`src/rtl/dma_data_fifo.sv`:
```
// ---------------------------------------------------------------------------
// dma_data_fifo
// Synchronous FIFO that buffers one DMA burst between the read side of the
// engine (producer) and the write side (consumer).
//
// Ports:
//   clk, rst_n       single rising-edge clock, asynchronous active-low reset
//   fifo_wen/wdata   push request and data
//   fifo_rden        pop request; fifo_rdata is valid the cycle after
//   fifo_rdata       registered pop data, holds when no pop is accepted
//   fifo_is_full     occupancy == DEPTH
//   fifo_is_empty    occupancy == 0
//   fifo_count       occupancy, 0..DEPTH
//   fifo_burst_room  at least BURST_LEN free entries
//   fifo_clear       synchronous flush (pointers, count, rdata)
//   err_clr          clears the sticky error flags
//   err_overflow     sticky: push attempted while full
//   err_underflow    sticky: pop attempted while empty
// ---------------------------------------------------------------------------
module dma_data_fifo #(
  parameter int unsigned DATA_WIDTH = 32,
  parameter int unsigned DEPTH      = 16,
  parameter int unsigned BURST_LEN  = 8
) (
  input  logic                      clk,
  input  logic                      rst_n,
  input  logic                      fifo_wen,
  input  logic [DATA_WIDTH-1:0]     fifo_wdata,
  input  logic                      fifo_rden,
  output logic [DATA_WIDTH-1:0]     fifo_rdata,
  output logic                      fifo_is_full,
  output logic                      fifo_is_empty,
  output logic [$clog2(DEPTH):0]    fifo_count,
  output logic                      fifo_burst_room,
  input  logic                      fifo_clear,
  input  logic                      err_clr,
  output logic                      err_overflow,
  output logic                      err_underflow
);

  localparam int unsigned AW = $clog2(DEPTH);
  localparam logic [AW:0] ONE_C   = {{AW{1'b0}}, 1'b1};
  localparam logic [AW:0] DEPTH_C = (AW+1)'(DEPTH);
  localparam logic [AW:0] BURST_C = (AW+1)'(BURST_LEN);

  logic [DATA_WIDTH-1:0] mem_q [DEPTH];

  logic [AW:0]           wr_ptr_q, wr_ptr_d;
  logic [AW:0]           rd_ptr_q, rd_ptr_d;
  logic [AW:0]           count_q, count_d;
  logic [DATA_WIDTH-1:0] rdata_q, rdata_d;
  logic                  ovf_q, ovf_d;
  logic                  udf_q, udf_d;

  logic                  full_s, empty_s, push_s, pop_s;
  logic                  ovf_set_s, udf_set_s;
  logic [AW:0]           room_s;

  // Flags come from the registered pointers; the extra MSB distinguishes
  // full from empty when the low bits match.
  assign empty_s = (wr_ptr_q == rd_ptr_q);
  assign full_s  = (wr_ptr_q[AW] != rd_ptr_q[AW]) &&
                   (wr_ptr_q[AW-1:0] == rd_ptr_q[AW-1:0]);

  // Acceptance uses the flags at the edge, so a same-cycle pop never frees
  // room for a push into a full FIFO (and vice versa for empty).
  assign push_s    = fifo_wen  && !full_s  && !fifo_clear;
  assign pop_s     = fifo_rden && !empty_s && !fifo_clear;
  assign ovf_set_s = fifo_wen  &&  full_s  && !fifo_clear;
  assign udf_set_s = fifo_rden &&  empty_s && !fifo_clear;

  // count never exceeds DEPTH, so the subtraction cannot go negative.
  assign room_s = DEPTH_C - count_q;

  assign fifo_rdata      = rdata_q;
  assign fifo_is_full    = full_s;
  assign fifo_is_empty   = empty_s;
  assign fifo_count      = count_q;
  assign fifo_burst_room = (room_s >= BURST_C);
  assign err_overflow    = ovf_q;
  assign err_underflow   = udf_q;

  // Next-state computation for pointers, occupancy, read data and error flags.
  always_comb begin
    wr_ptr_d = wr_ptr_q;
    rd_ptr_d = rd_ptr_q;
    count_d  = count_q;
    rdata_d  = rdata_q;
    ovf_d    = ovf_q;
    udf_d    = udf_q;

    if (fifo_clear) begin
      wr_ptr_d = {(AW+1){1'b0}};
      rd_ptr_d = {(AW+1){1'b0}};
      count_d  = {(AW+1){1'b0}};
      rdata_d  = {DATA_WIDTH{1'b0}};
    end else begin
      if (push_s) begin
        wr_ptr_d = wr_ptr_q + ONE_C;
      end else begin
        wr_ptr_d = wr_ptr_q;
      end
      if (pop_s) begin
        rd_ptr_d = rd_ptr_q + ONE_C;
        rdata_d  = mem_q[rd_ptr_q[AW-1:0]];
      end else begin
        rd_ptr_d = rd_ptr_q;
        rdata_d  = rdata_q;
      end
      case ({push_s, pop_s})
        2'b10:   count_d = count_q + ONE_C;
        2'b01:   count_d = count_q - ONE_C;
        default: count_d = count_q;
      endcase
    end

    // A new error condition takes priority over err_clr in the same cycle.
    if (ovf_set_s) begin
      ovf_d = 1'b1;
    end else if (err_clr) begin
      ovf_d = 1'b0;
    end else begin
      ovf_d = ovf_q;
    end
    if (udf_set_s) begin
      udf_d = 1'b1;
    end else if (err_clr) begin
      udf_d = 1'b0;
    end else begin
      udf_d = udf_q;
    end
  end

  // Control/status registers with asynchronous reset.
  always_ff @(posedge clk or negedge rst_n) begin
    if (!rst_n) begin
      wr_ptr_q <= {(AW+1){1'b0}};
      rd_ptr_q <= {(AW+1){1'b0}};
      count_q  <= {(AW+1){1'b0}};
      rdata_q  <= {DATA_WIDTH{1'b0}};
      ovf_q    <= 1'b0;
      udf_q    <= 1'b0;
    end else begin
      wr_ptr_q <= wr_ptr_d;
      rd_ptr_q <= rd_ptr_d;
      count_q  <= count_d;
      rdata_q  <= rdata_d;
      ovf_q    <= ovf_d;
      udf_q    <= udf_d;
    end
  end

  // Storage array; deliberately not reset so it maps onto plain RAM.
  always_ff @(posedge clk) begin
    if (push_s) begin
      mem_q[wr_ptr_q[AW-1:0]] <= fifo_wdata;
    end
  end

endmodule

```
`config.mk`:
```
export PLATFORM = sky130hd
export DESIGN_NAME = dma_data_fifo
export DESIGN_NICKNAME = d
export VERILOG_FILES = /design/src/rtl/dma_data_fifo.sv
export SDC_FILE = /design/constraint.sdc
export NUM_CORES = 1
export LEC_CHECK = 0
export BUFFER_PORTS_ARGS = -buffer_cell sky130_fd_sc_hd__buf_2
export CAP_MARGIN = 20
export CORE_UTILIZATION = 34
export DETAILED_ROUTE_END_ITERATION = 6
export SLEW_MARGIN = 10
export SYNTH_ARGS = -nofsm -noshare
export SYNTH_HDL_FRONTEND = slang
export SYNTH_SLANG_ARGS = --single-unit
```
`constraint.sdc`:
```
create_clock -name clk -period 5.61 [get_ports clk]
set_input_delay 0 -clock clk [delete_from_list [all_inputs] [get_ports clk]]
set_output_delay 0 -clock clk [all_outputs]
set_load 0.01 [all_outputs]
```
==> flow_summary_export.csv, run 1 <==
group,metric,value,unit
yosys,syn-num-nets,977,
pwr,pwr-share-clk,0.404,
yosys,ys_seq_area_frac,0.769,
pwr,leakage,0.00824,µW
route,drt_iter0_drc,960,
clocking,clkTransAtPathRegs,0.07,ns
pwr,combPwrFrac,0.114,
yosys,async_reset_ff_frac,0.0873,
worst_setup_path,worst_path_max_delay_cell,"dfrtp_1",
pwr,p_int,7540,µW
die,die_h,254,µm
worst_setup_path,end_kind,"flop",
timing,period_share,0.650,
route,drc,0,
cells_and_area,final_nets,1135,
yosys,yosys.area.top_type,"edfxtp_1",
yosys,synth_area_leaders,"edfxtp_1 (71%), mux4_2 (17%), dfrtp_1 (5.7%), a22o_1 (1.3%), buf_2 (0.49%)",
yosys,synth_top_area_frac,0.712,
route,dr.pass1.iters,7,
cells_and_area,post-route-cell-area,0.0256,mm²
cells_and_area,nFillCells,5442,
timing,rsz0062_at_grt,"no",
clocking,clock-sinks,561,
cells_and_area,n_antenna_cell,0,
cells_and_area,layout-drive-gt1-share,0.340,
pwr,p_switching,2210,µW
yosys,synth-edff-count,512,
worst_setup_path,cp.arrival,4.18,ns
global_route,first_global_vias,10500,
worst_setup_path,path_cells,"xor2_1 -> nor4_4 -> a21oi_1 -> nor3_1 -> inv_1 -> fa_1 -> nand2b_1 -> a21oi_1 -> o21ai_0 -> or3_1 -> a41oi_2",
pwr,p_sw_frac,0.227,
die,chipWidth,254,µm
placed_design,portBuffers,79,
placed_design,gp_congestion,0.732,
route,drtAntennaViolNets,0,
placed_design,hpwl,26800,µm
yosys,synth_area,0.0216,mm²
yosys,avgSynthCellArea,23.2,µm²
yosys,synthesis.instances,930,
worst_setup_path,critPathMaxFanout,9,
timing,final_hold_viol_count,0,
clocking,cts_max_level,2,
cells_and_area,area_delta_synth_final,18.8,%
worst_setup_path,path_buf_inv,1,
worst_setup_path,cp_common_cell,"a21oi_1",
die,dieArea,0.0645,mm²
timing,finalMaxSlewViolations,0,
clocking,cts_tree,"done",
die,io_pins,80,
job,max-cap-violations,0,
worst_setup_path,critPathKind,"reg2reg",
route,avgViaCountPerCell,5.17,
yosys,synth_commonest_cells,"edfxtp_1 (512), mux4_2 (160), dfrtp_1 (49)",
die,coreArea,0.0622,mm²
clocking,cts_buffers,56,
yosys,yosysMostFrequentCell,"edfxtp_1",
min_path,hold_path_class,"in2async",
global_route,antenna_found_initial,0,
timing,period_needed,3.64,ns
global_route,grt_pass1_wl,72300,µm
yosys,ys_types,44,
clocking,post-cts-setup-buffers,0,
worst_setup_path,cp.required,6.15,ns
die,row_count,91,
timing,worstMarginPinSlew,0.985,ns
timing,fin_skew,0.0337,ns
pwr,ir_drop,0.000269,V
clocking,cts_buffer_depth,3,
global_route,grt_usage,0.156,
worst_setup_path,crit_family,"simple AND/OR/NAND/NOR gates",
worst_setup_path,cpPeakStageDelay,0.51,ns
run_status,status,"finished, final reports clean",
yosys,yosys_warnings,0,
timing,fmax,0.274,GHz
die,start_util,0.347,
worst_setup_path,worstSetupStartpointType,"flop",
timing,relSlewSlack,0.343,
placed_design,dpl_cell_area,0.0233,mm²
route,via_count,10200,
route,post_drt_wl_per_cell,24.8,µm
clocking,clock_latency,0.64,ns
clocking,cts_root_buffer,"clkbuf_16",
route,wl,48900,µm
yosys,synth-seq-cells,561,
timing,setup_viol,0,
global_route,gr-total-overflow,0,
timing,tns,0,ns
pwr,power_density,380,mW/mm²
global_route,grt_max_degree,70,
pwr,pwr-share-seq,0.482,
yosys,synth-main-ff-cell,"edfxtp_1",
[final timing paths]
check / from / endpoint / slack [ns] / cells past startpoint
worst min-delay path: rst_n / fifo_rdata[11] / 0.13 / 3
min in group clk: err_clr / err_overflow / 0.26 / 4
worst max-delay path: wr_ptr_q[3] / fifo_count[4] / 1.97 / 11
worst min register to register: err_overflow / err_overflow / 0.50 / 1
max in group asynchronous: rst_n / rd_ptr_q[0] / 4.84 / 3
worst max register to register: wr_ptr_q[3] / fifo_count[4] / 1.97 / 11
[state kept, by name (all words and copies together) (netlist names)]
signal	count
err_overflow	1
fifo_count	5
err_underflow	1
mem_q	512
wr_ptr_q	5
fifo_rdata	32
rd_ptr_q	5
[cell type report]
cell class,instances,area (µm²),area share
clock buffer,71,1480,0.0576
clock inverter,33,490,0.0191
inverter,10,37.5,0.00146
multi-input combinational,310,4830,0.189
sequential,561,16600,0.648
tap,837,1050,0.0409
timing repair buffer,149,1140,0.0443
[layer usage]
| metal | track usage | up-vias | wire, µm |
|---|---|---|---|
| met2 | 0.252 | 288 | 23800 |
| met4 | 0.0387 | 0 | 821 |
| met5 | 0 | - | 0 |
| met1 | 0.220 | 5576 | 21800 |
| met3 | 0.0259 | 56 | 2430 |
| li1 | - | 4268 | - |
[placed cells by master (no fill, tap or decap), types with 3 or more instances in the layout]
| cell | Yosys | final |
|---|---|---|
| clkinv_1 | 0 | 7 |
| bufinv_16 | 0 | 10 |
| dlygate4sd3_1 | 0 | 38 |
| xnor2_1 | 6 | 6 |
| buf_2 | 21 | 79 |
| o211ai_1 | 5 | 5 |
| mux4_2 | 160 | 160 |
| a22o_1 | 33 | 33 |
| clkinv_16 | 0 | 3 |
| ha_1 | 8 | 8 |
| buf_4 | 1 | 23 |
| clkbuf_16 | 0 | 56 |
| dfrtp_1 | 49 | 45 |
| a21oi_1 | 7 | 7 |
| buf_12 | 0 | 8 |
| clkbuf_1 | 16 | 13 |
| clkinv_2 | 0 | 10 |
| nor2_1 | 26 | 12 |
| edfxtp_1 | 512 | 512 |
| xor2_1 | 7 | 7 |
| inv_1 | 10 | 10 |
| o21ai_0 | 4 | 4 |
| nand3_1 | 3 | 3 |
| nor2_4 | 0 | 14 |
| nand2_1 | 14 | 14 |
| nor4_2 | 0 | 4 |
[power groups by stage]
stage                     clock network [µW]  logic (µW)  registers (µW)
after global routing                    4150        1210            4700
after global placement                     0        1100            4780
after CTS                               4000        1140            4700
after floorplan                            0         775            4790
final                                   3940        1110            4700
after detailed placement                   0        1110            4780
[cell families after synthesis]
kind of cell,share of synthesized area
multiplexers,0.169
flip-flops,0.769
AO/OA/AOI/OAI,0.0225
buffers and inverters,0.0127
adder cells (fa/ha/maj),0.00557
XOR/XNOR,0.00603
AND/OR/NAND/NOR,0.0150
[metrics by stage]
step / instances / util / power, µW / setup slack, ns / hold slack [ns]
after global routing: 1971 / 0.412 / 10100 / 1.74 / 0.193
after floorplan: 930 / - / 5560 / 0.784 / -0.296
final: 1971 / 0.412 / 9750 / 1.97 / 0.125
after CTS: 1970 / 0.412 / 9840 / 1.96 / 0.115
after detailed placement: 1828 / 0.374 / 5900 / 1.97 / 0.258
after global placement: 1820 / 0.372 / 5890 / 1.98 / 0.264
[what timing repair did]
action | CTS | global route
hold buffers | 38 | 0
resized for setup | 0 | 0
hold endpoints to repair | 577 | 0
[tightest hold or removal path: stages]
cell	delay, ns
dlygate4sd3_1	0.52
buf_2	0.10
buf_4	0.66
No activity file was read; power rests on OpenSTA's default activity.
==> run 2: changes to the inputs <==
Settings changed: ABC_AREA set to 1.
Clock period 5.61 ns to 3.65 ns, I/O delays scaled along.
==> run 2 against run 1 <==
Clock-buffer cell count rose by 11. Global-route usage rose by 1.5 points. First-iteration DRC count rose by 38%. Die area rose by 3.9%. Sequential cell count did not move. Non-clock buffer count rose by 10. Clock power rose by 44%. Critical path depth fell by 1. Critical path type unchanged.
==> flow_summary_export.csv, run 2 <==
group,metric,value,unit
run_status,status,"finished, final reports clean",
global_route,antenna_found_initial,1,
timing,finalMaxSlewViolations,0,
global_route,first_global_vias,14100,
placed_design,hpwl,29900,µm
timing,relSlewSlack,0.172,
timing,worstMarginPinSlew,1.24,ns
route,post_drt_wl_per_cell,20.6,µm
min_path,whs_path_depth,3,
clocking,clock_latency,0.61,ns
route,dr.pass1.iters,5,
route,wl,57100,µm
yosys,syn-num-nets,1808,
clocking,clock-sinks,561,
timing,tns,0,ns
yosys,ys_types,34,
worst_setup_path,crit_family,"simple AND/OR/NAND/NOR gates",
timing,final_hold_viol_count,0,
cells_and_area,largest_reg_flops,512,
yosys,synth-seq-cells,561,
pwr,leakage,0.00904,µW
worst_setup_path,end_kind,"flop",
clocking,clkTransAtPathRegs,0.06,ns
worst_setup_path,critPathMaxFanout,39,
yosys,synth-edff-count,512,
cells_and_area,final_nets,1918,
clocking,cts_max_level,2,
timing,fin_skew,0.0160,ns
route,drt_iter0_drc,1326,
yosys,yosysMostFrequentCell,"edfxtp_1",
worst_setup_path,worstSetupStartpointType,"flop",
worst_setup_path,path_buf_inv,3,
die,io_pins,80,
yosys,async_reset_ff_frac,0.0873,
die,coreArea,0.0648,mm²
timing,fmax,0.360,GHz
route,drc,0,
yosys,avgSynthCellArea,12.7,µm²
pwr,power_density,554,mW/mm²
clocking,cts_buffer_depth,3,
pwr,combPwrFrac,0.109,
cells_and_area,final_cell_mix,"edfxtp_1 (512), nor2_1 (324), o21ai_0 (197)",
pwr,p_sw_frac,0.249,
worst_setup_path,cp.required,3.94,ns
global_route,grt_max_degree,259,
pwr,pwr-share-clk,0.393,
worst_setup_path,critPathKind,"reg2reg",
yosys,synth_top_area_frac,0.685,
yosys,synth_commonest_cells,"edfxtp_1 (512), nor2_1 (341), o21ai_0 (197)",
pwr,total_power,14500,µW
yosys,ys_seq_area_frac,0.740,
worst_setup_path,cp.arrival,3.07,ns
clocking,cts_tree,"done",
timing,rsz0062_at_grt,"no",
global_route,grt_usage,0.171,
die,chipWidth,259,µm
placed_design,gp_congestion,0.784,
cells_and_area,layout-drive-gt1-share,0.149,
global_route,gr-total-overflow,0,
cells_and_area,layout_commonest_cell,"edfxtp_1",
route,drtAntennaViolNets,0,
worst_setup_path,cpPeakStageDelay,0.52,ns
timing,period_needed,2.78,ns
die,dieArea,0.0670,mm²
yosys,synthesis.instances,1761,
global_route,grt_pass1_wl,87100,µm
cells_and_area,n_antenna_cell,0,
die,start_util,0.346,
timing,period_share,0.761,
worst_setup_path,crit_cells,10,
yosys,synth_area,0.0224,mm²
yosys,yosys.area.top_type,"edfxtp_1",
yosys,synth-main-ff-cell,"edfxtp_1",
route,via_count,14200,
pwr,pwr-share-seq,0.498,
job,max-cap-violations,0,
die,die_h,259,µm
clocking,cts_buffers,56,
placed_design,portBuffers,79,
pwr,p_switching,3590,µW
die,row_count,93,
worst_setup_path,worst_path_max_delay_cell,"dfrtp_4",
clocking,cts.repair.resized,0,
route,avgViaCountPerCell,5.13,
timing,setup_viol,0,
pwr,ir_drop,0.000343,V
worst_setup_path,path_cells,"inv_6 -> nand2_1 -> nand2_2 -> nor2_4 -> nand3_2 -> nand2_2 -> inv_1 -> nand2_1 -> nor2_4 -> buf_12",
worst_setup_path,r2r_cells,10,
clocking,cts_root_buffer,"clkbuf_16",
pwr,p_int,10900,µW
timing,hold_ws,0.147,ns
yosys,yosys_warnings,0,
cells_and_area,area_delta_synth_final,16.2,%
min_path,hold_path_class,"in2reg",
yosys,synth_area_leaders,"edfxtp_1 (69%), nor2_1 (5.7%), dfrtp_1 (5.5%), o21ai_0 (4.4%), nand2_1 (2.9%)",
-- run 2: cell types whose count changed in the layout (fill, tap and decap cells not counted), sizes merged, moves of 7 or more --
cell    previous run  this run
o21ai              5       290
buf              111       119
clkbuf            71        82
a22o              33         0
xor2               8         1
nand3              3        64
o211ai             5        52
o22ai              0        70
nor2              26       353
bufinv            10         3
nand2             14       213
inv               11        28
mux4             160         0
-- run 2: stage by stage --
| stage | std cells | util | area [µm²] | setup slack (ns) |
|---|---|---|---|---|
| 3_3_place_gp | 2627 | 0.368 | 23800 | 0.866 |
| 5_1_grt | 2773 | 0.402 | 26100 | 0.674 |
| 3_5_place_dp | 2627 | 0.368 | 23800 | 0.854 |
| 6_report | 2773 | 0.402 | 26100 | 0.872 |
| 2_1_floorplan | 1761 | - | 22400 | 0.628 |
| 4_1_cts | 2771 | 0.402 | 26000 | 0.843 |
-- run 2: worst paths after layout --
path | from | slack (ns) | end
min | err_clr | 0.15 | err_underflow
max in group asynchronous | rst_n | 2.64 | fifo_rdata[14]
max reg2reg | rd_ptr_q[0] | 0.87 | mem_q[5][4]
min in group asynchronous | rst_n | 0.37 | fifo_rdata[0]
max | rd_ptr_q[0] | 0.87 | mem_q[5][4]
min reg2reg | fifo_rdata[10] | 0.48 | fifo_rdata[10]
-- run 2: cell families (layout without fill, tap and decap cells) --
kind of cell | Yosys count | after routing | share of synthesized area
AOI/OAI and AO/OA | 417 | 417 | 0.103
and+or+nand+nor | 635 | 635 | 0.118
DFF | 561 | 561 | 0.740
buffers and inverters | 135 | 292 | 0.0319
xor gates and xnor gates | 4 | 4 | 0.00156
adders and majority gates | 9 | 9 | 0.00535
-- run 2: power groups by stage --
stage / Sequential [µW] / Clock [µW] / Combinational, µW
after floorplan: 7350 / 0 / 1060
after global placement: 7330 / 0 / 1520
after detailed placement: 7330 / 0 / 1540
after CTS: 7200 / 5780 / 1580
after global routing: 7210 / 6020 / 1760
final: 7200 / 5680 / 1570
-- run 2: worst min-delay path: stages --
cell	delay, ns
dlygate4sd3_1	0.52
buf_2	0.11
o21ai_0	0.07
-- run 2: final cells by class --
type                       instances  area [µm²]
timing repair buffer             159        1210
clock inverter                    23         213
inverter                          28         118
tap                              855        1070
sequential                       561       16600
multi-input combinational       1065        5250
clock buffer                      82        1600
fill                            6014       38700
-- run 2: metal layers --
metal	GRT usage	wire length, µm	up-vias
li1	-	-	6588
met1	0.234	25300	7098
met2	0.276	26800	462
met3	0.0339	3870	89
met4	0.0450	1140	2
met5	0	13	-
-- run 2: what timing repair did --
item | CTS | global route
setup buffers | 0 | 0
hold buffers | 39 | 1
endpoints found under the setup margin | 0 | 0
endpoints found under the hold margin | 565 | 6
